<file path="src/rtl/wrapper_source_if.sv">
// ============================================================================
// Module  : wrapper_source_if
// Brief   : Command, status and word-stream signals of the wrapper_source
//           stream producer, with master (producer) and slave views.
// Revision: 1.0 - initial release
// ============================================================================
`default_nettype none

interface wrapper_source_if #(
    parameter int DATA_W = 16,
    parameter int LEN_W  = 8
);
    logic              start;
    logic              abort;
    logic [1:0]        mode;
    logic [DATA_W-1:0] seed;
    logic [DATA_W-1:0] step;
    logic [LEN_W-1:0]  length;
    logic              buffer_full;
    logic              data_1_en;
    logic [DATA_W-1:0] data_1;
    logic              busy;
    logic              done;
    logic [LEN_W-1:0]  sent_count;

    modport master (
        input  start, abort, mode, seed, step, length, buffer_full,
        output data_1_en, data_1, busy, done, sent_count
    );

    modport slave (
        output start, abort, mode, seed, step, length, buffer_full,
        input  data_1_en, data_1, busy, done, sent_count
    );
endinterface

`default_nettype wire

</file>
<file path="src/rtl/wrapper_source.sv">
// ============================================================================
// Module  : wrapper_source
// Brief   : Burst word generator (incrementing / constant / LFSR) feeding the
//           write side of the dual-clock word buffer, with full backpressure.
// Revision: 1.0 - initial release
// ============================================================================
`default_nettype none

module wrapper_source #(
    parameter int DATA_W = 16,
    parameter int LEN_W  = 8
) (
    input  wire logic         clk_1,
    input  wire logic         rst,
    wrapper_source_if.master  bus
);

    typedef enum logic [1:0] {
        ST_IDLE = 2'd0,
        ST_RUN  = 2'd1,
        ST_DONE = 2'd2
    } state_t;

    localparam logic [1:0]        c_mode_inc  = 2'b00;
    localparam logic [1:0]        c_mode_lfsr = 2'b10;
    localparam logic [DATA_W-1:0] c_lfsr_seed = DATA_W'(16'hACE1);

    state_t            r_state;
    logic [1:0]        r_mode;
    logic [DATA_W-1:0] r_step;
    logic [LEN_W-1:0]  r_length;
    logic [DATA_W-1:0] r_data;
    logic              r_en;
    logic              r_busy;
    logic              r_done;
    logic [LEN_W-1:0]  r_count;

    logic              w_accept;
    logic [LEN_W-1:0]  w_count_inc;
    logic              w_last;
    logic              w_lfsr_fb;
    logic [DATA_W-1:0] w_next_word;
    logic [DATA_W-1:0] w_seed_word;

    assign w_accept    = r_en & ~bus.buffer_full;
    assign w_count_inc = r_count + 1'b1;
    assign w_last      = (w_count_inc == r_length);

    // Taps x^16+x^14+x^13+x^11+1 expressed relative to the MSB
    assign w_lfsr_fb = r_data[DATA_W-1] ^ r_data[DATA_W-3]
                     ^ r_data[DATA_W-4] ^ r_data[DATA_W-6];

    always_comb begin
        w_next_word = r_data;
        case (r_mode)
            c_mode_inc:  w_next_word = r_data + r_step;
            c_mode_lfsr: w_next_word = {r_data[DATA_W-2:0], w_lfsr_fb};
            default:     w_next_word = r_data;
        endcase
    end

    // An all-zero LFSR state would lock up, so a zero seed is replaced
    always_comb begin
        w_seed_word = bus.seed;
        if ((bus.mode == c_mode_lfsr) && (bus.seed == '0)) begin
            w_seed_word = c_lfsr_seed;
        end
    end

    always_ff @(posedge clk_1) begin
        if (rst) begin
            r_state  <= ST_IDLE;
            r_mode   <= '0;
            r_step   <= '0;
            r_length <= '0;
            r_data   <= '0;
            r_en     <= 1'b0;
            r_busy   <= 1'b0;
            r_done   <= 1'b0;
            r_count  <= '0;
        end else begin
            case (r_state)
                ST_IDLE: begin
                    r_done <= 1'b0;
                    if (bus.start) begin
                        r_mode   <= bus.mode;
                        r_step   <= bus.step;
                        r_length <= bus.length;
                        r_data   <= w_seed_word;
                        r_count  <= '0;
                        if (bus.length != '0) begin
                            r_state <= ST_RUN;
                            r_en    <= 1'b1;
                            r_busy  <= 1'b1;
                        end else begin
                            r_state <= ST_DONE;
                            r_done  <= 1'b1;
                        end
                    end
                end

                ST_RUN: begin
                    if (w_accept) begin
                        r_count <= w_count_inc;
                    end
                    // The final word stays on data_1 after the burst ends
                    if ((w_accept && w_last) || bus.abort) begin
                        r_state <= ST_DONE;
                        r_en    <= 1'b0;
                        r_busy  <= 1'b0;
                        r_done  <= 1'b1;
                    end else if (w_accept) begin
                        r_data <= w_next_word;
                    end
                end

                ST_DONE: begin
                    r_done  <= 1'b0;
                    r_state <= ST_IDLE;
                end

                default: begin
                    r_state <= ST_IDLE;
                    r_en    <= 1'b0;
                    r_busy  <= 1'b0;
                    r_done  <= 1'b0;
                end
            endcase
        end
    end

    assign bus.data_1_en  = r_en;
    assign bus.data_1     = r_data;
    assign bus.busy       = r_busy;
    assign bus.done       = r_done;
    assign bus.sent_count = r_count;

endmodule

`default_nettype wire

</file>
<file path="src/flat_wrapper.sv">
// flat-port wrapper written by rule: the top's interface ports become plain ports
module wrapper_source_flat 
#(
    parameter int DATA_W = 16,
    parameter int LEN_W  = 8
)
  (clk_1, rst, bus_start, bus_abort, bus_mode, bus_seed, bus_step, bus_length, bus_buffer_full, bus_data_1_en, bus_data_1, bus_busy, bus_done, bus_sent_count);
  wrapper_source_if #(.DATA_W(DATA_W), .LEN_W(LEN_W)) bus_i ();
  input  wire logic clk_1;
  input  wire logic rst;
  input wire logic [$bits(bus_i.start)-1:0] bus_start;
  input wire logic [$bits(bus_i.abort)-1:0] bus_abort;
  input wire logic [$bits(bus_i.mode)-1:0] bus_mode;
  input wire logic [$bits(bus_i.seed)-1:0] bus_seed;
  input wire logic [$bits(bus_i.step)-1:0] bus_step;
  input wire logic [$bits(bus_i.length)-1:0] bus_length;
  input wire logic [$bits(bus_i.buffer_full)-1:0] bus_buffer_full;
  output wire logic [$bits(bus_i.data_1_en)-1:0] bus_data_1_en;
  output wire logic [$bits(bus_i.data_1)-1:0] bus_data_1;
  output wire logic [$bits(bus_i.busy)-1:0] bus_busy;
  output wire logic [$bits(bus_i.done)-1:0] bus_done;
  output wire logic [$bits(bus_i.sent_count)-1:0] bus_sent_count;
  assign bus_i.start = bus_start;
  assign bus_i.abort = bus_abort;
  assign bus_i.mode = bus_mode;
  assign bus_i.seed = bus_seed;
  assign bus_i.step = bus_step;
  assign bus_i.length = bus_length;
  assign bus_i.buffer_full = bus_buffer_full;
  assign bus_data_1_en = bus_i.data_1_en;
  assign bus_data_1 = bus_i.data_1;
  assign bus_busy = bus_i.busy;
  assign bus_done = bus_i.done;
  assign bus_sent_count = bus_i.sent_count;
  wrapper_source #(.DATA_W(DATA_W), .LEN_W(LEN_W)) u_core (.clk_1(clk_1), .rst(rst), .bus(bus_i));
endmodule
</file>
<file path="config.mk">
export PLATFORM = sky130hd
export DESIGN_NAME = wrapper_source_flat
export DESIGN_NICKNAME = d
export VERILOG_FILES = /design/src/rtl/wrapper_source_if.sv /design/src/rtl/wrapper_source.sv /design/src/flat_wrapper.sv
export SDC_FILE = /design/constraint.sdc
export NUM_CORES = 1
export LEC_CHECK = 0
export ABC_AREA = 1
export ABC_CLOCK_PERIOD_IN_PS = 2000
export BUFFER_PORTS_ARGS = -buffer_cell sky130_fd_sc_hd__buf_2
export CAP_MARGIN = 20
export CORE_ASPECT_RATIO = 0.8
export CORE_MARGIN = 2
export CORE_UTILIZATION = 50
export DETAILED_ROUTE_END_ITERATION = 16
export PLACE_DENSITY = 0.82
export SLEW_MARGIN = 30
export SYNTH_ARGS = -nofsm -noshare
export SYNTH_HDL_FRONTEND = slang
export SYNTH_SLANG_ARGS = --single-unit
</file>
<file path="constraint.sdc">
create_clock -name clk_1 -period 2 [get_ports clk_1]
set_input_delay 0.4 -clock clk_1 [delete_from_list [all_inputs] [get_ports clk_1]]
set_output_delay 0.4 -clock clk_1 [all_outputs]
set_load 0.005 [all_outputs]
</file>
==> flow_summary_export.csv <==
group,metric,value,unit
worst_setup_path,endpoint_kind,"flip-flop",
drt,drc,0,
placed_design,dp_hpwl,7850,µm
logic_synthesis,syn_area,3630,µm²
placed_design,port_buffers,73,
die,die_y,80.2,µm
clock_network,cts_inserted_buffers,5,
finish,syn_to_final_growth,28.8,%
clock_network,cts_buffer_depth,2,
finish,nFillCells,599,
finish,antenna_cells,0,
logic_synthesis,yosysTopAreaCell,"dfxtp_1",
power,switching_share,36.6,%
global_routing,grt_max_degree,37,
timing,fin_ws,-0.0269,ns
worst_setup_path,reg2reg_from,"u_core.r_step[0]",
logic_synthesis,synthTopCellsByArea,"dfxtp_1, nand2_1, nor2_1",
global_routing,antenna_found_initial,0,
clock_network,clock-sinks,54,
placed_design,gp_congestion,0.960,
clock_network,cts_tree,"done",
worst_hold_path,worstHoldStart,"bus_step[12]",
drt,via_count,4283,
drt,wl_per_cell,14.8,µm
die,io_pins,74,
die,dieArea,7950,µm²
logic_synthesis,synth_cells,592,
timing,hold_viol,0,
logic_synthesis,synth_nets,656,
clock_network,h-tree-depth,2,
finish,final_net_count,745,
worst_setup_path,ff2ff_setup_slack,-0.03,ns
logic_synthesis,ys_types,34,
power,power_density,635,nW/µm²
die,start_util,52.1,%
worst_hold_path,hold_class,"in2reg",
timing,grt_setup_unrepaired,"true",
power,p_sw,1.09,mW
global_routing,grt_use_total,26.6,%
drt,wirelength,11400,µm
global_routing,grt_first_pass_wirelength,17100,µm
worst_setup_path,slowest_stage,"dfxtp_2",
placed_design,pre_cts_slack,-0.0660,ns
finish,drive_gt1_share,27.1,%
die,coreArea,6960,µm²
clock_network,cts_root_buffer,"clkbuf_8",
timing,max_freq,493,MHz
logic_synthesis,synthFlopType,"dfxtp_1",
worst_setup_path,cp_top_family,"adder cells",
clock_network,hold_buffers,0,
worst_setup_path,crit_chain,"ha_4, inv_2, fa_2, inv_2, nand3_2, nand2_2, buf_6, buf_6, xnor2_2, nor2_1, o22ai_1, nand3_1, nand2_1, nor2_1",
timing,setup_viol,4,
drt,ant_nets,0,
power,ir_drop,328,µV
clock_network,clk_pin_slew,0.10,ns
worst_setup_path,critPathLaunchType,"flip-flop",
logic_synthesis,synth-edff-count,0,
timing,worstMarginPinSlew,0.532,ns
logic_synthesis,yosys-top-cells-count,"nand2_1, nor2_1, inv_1",
worst_hold_path,holdPathStages,3,
timing,fin_crit,2.03,ns
run_status,status,"finished, violations left",
die,rows,27,
logic_synthesis,ys_ff_latch,54,
clock_network,clkLatencyLatePin,0.31,ns
worst_setup_path,cp_max_fo,2,
worst_setup_path,r2r_cells,14,
drt,avgViaCountPerCell,5.57,
power,combPwrFrac,34.5,%
power,power.share.clock,22.9,%
worst_setup_path,crit_required,2.22,ns
worst_setup_path,r2r_end,"u_core.bus.data_1[4]",
power,p_seq_share,42.6,%
logic_synthesis,synthArstFlopShare,0,%
worst_setup_path,path_buf_inv,4,
flow_run,drv_cap,0,
timing,relSlewSlack,64.5,%
worst_setup_path,worstPathArrival,2.25,ns
logic_synthesis,synth_most_common_cell,"nand2_1",
logic_synthesis,yosysWarningCount,0,
worst_setup_path,crit_type,"reg2reg",
global_routing,grt_pass1_vias,3666,
drt,first_pass_iters,7,
global_routing,overflow,0,
worst_hold_path,hold_path_end,"u_core.r_step[12]",
drt,drtIter0Drc,282,
run_status,violations,"negative setup slack",
timing,fin_skew,0.00361,ns
logic_synthesis,ys_seq_area_share,29.8,%
power,p_int,1.88,mW
timing,post-route-period-util,101,%
logic_synthesis,syn_area_per_cell,6.12,µm²
timing,slew_viol_final,0,
power,fin_total_pwr,2.97,mW
worst_setup_path,slowest_delay,0.38,ns
logic_synthesis,synth_top_area_share,29.8,%
power,p_leak,2.27,nW
die,die_x,99.2,µm
[placed cells by master (no fill, tap or decap), types with 2 or more instances in the layout]
master,count
dfxtp_4,2
buf_2,73
nand2_1,135
nor4_1,3
dfxtp_1,36
a21oi_1,37
clkbuf_8,6
nor2_2,7
a31oi_1,2
nand2_4,4
a21oi_2,6
ha_4,10
xnor2_1,6
inv_1,67
o21ai_0,46
nand2_2,7
nor2_4,2
nor3_1,3
inv_2,4
nand3_1,44
buf_4,23
ha_1,4
nor2_1,93
dfxtp_2,16
nand3_2,8
xor2_1,2
o21bai_1,3
buf_6,5
o211ai_1,4
nand4_1,3
nand3b_1,3
ha_2,2
[sequential cells by signal, summed over array words and instances, names as in the netlist]
signal,flops
u_core.bus.data_1,16
u_core.r_step,16
u_core.bus.sent_count,8
u_core.r_length,8
u_core.r_mode,2
u_core.r_state,2
u_core.bus.data_1_en,1
u_core.bus.done,1
[logic make-up after synthesis]
family / Yosys count / share of synthesized area [%]
buffers and inverters: 92 / 10.4
AOI/OAI and AO/OA: 103 / 14.9
xor gates and xnor gates: 10 / 2.42
DFF: 54 / 29.8
and+or+nand+nor: 316 / 36.4
adders and majority gates: 17 / 6.07
[cell type report]
type / count / area [µm²] / share of cell area [%]
multi-input cells: 446 / 2470 / 52.9
flip-flops and latches: 54 / 1110 / 23.7
repair buffers: 102 / 614 / 13.2
inverters: 72 / 270 / 5.79
well taps: 87 / 109 / 2.33
clock buffers: 6 / 82.6 / 1.77
clock inverters: 2 / 16.3 / 0.348
[worst reg2reg max path, delay by kind of cell, from the launching register on]
family,cells,cell delay (ns)
fa+ha+maj,2,0.51
simple gates,6,0.44
compound gates,1,0.19
flops,1,0.38
buf+inv,4,0.33
xor+xnor,1,0.10
[how the worst max path moves through the flow]
stage / startpoint / to / slack [ns] / cells after the start
floorplan: u_core.bus.data_1[0] / u_core.bus.data_1[10] / 0.02 / 15
global placement: u_core.r_step[0] / u_core.bus.data_1[10] / -0.03 / 15
detailed placement: u_core.r_step[0] / u_core.bus.data_1[14] / -0.07 / 15
CTS: u_core.bus.sent_count[0] / u_core.bus.data_1[15] / -0.001 / 13
global route: u_core.r_step[0] / u_core.bus.data_1[10] / -0.11 / 16
finish: u_core.r_step[0] / u_core.bus.data_1[4] / -0.03 / 14
[stage by stage]
step | setup TNS [ns] | instances | area [µm²] | hold WS, ns | utilization, %
floorplan | 0 | 592 | 3630 | 0.444 | -
global placement | -0.0648 | 754 | 4180 | 0.455 | 60.1
detailed placement | -0.202 | 754 | 4180 | 0.457 | 60.1
CTS | -0.00128 | 762 | 4290 | 0.336 | 61.7
global route | -0.675 | 769 | 4670 | 0.347 | 67.1
finish | -0.0775 | 769 | 4670 | 0.338 | 67.1
[power groups by stage]
stage | Clock [mW] | Combinational, mW | Sequential [mW]
after floorplan | 0 | 0.598 | 1.26
after global placement | 0 | 0.853 | 1.26
after detailed placement | 0 | 0.873 | 1.27
after CTS | 0.686 | 0.886 | 1.24
after global routing | 0.732 | 1.13 | 1.27
final | 0.679 | 1.02 | 1.26
[repair_timing]
action,in CTS,in global routing
pin swaps,0,24
setup endpoints to repair,5,18
gates resized for setup,5,78
cloned,0,1
setup buffers,0,6
[per-layer routing]
metal | vias to the layer above | track usage [%] | share of wire, %
met4 | 0 | 7.12 | 2.2
met5 | - | 0 | 0
met2 | 229 | 43.4 | 47
met3 | 32 | 5.40 | 9.7
li1 | 2074 | - | -
met1 | 1948 | 35.8 | 41
Power figures use the tool's default switching activity.
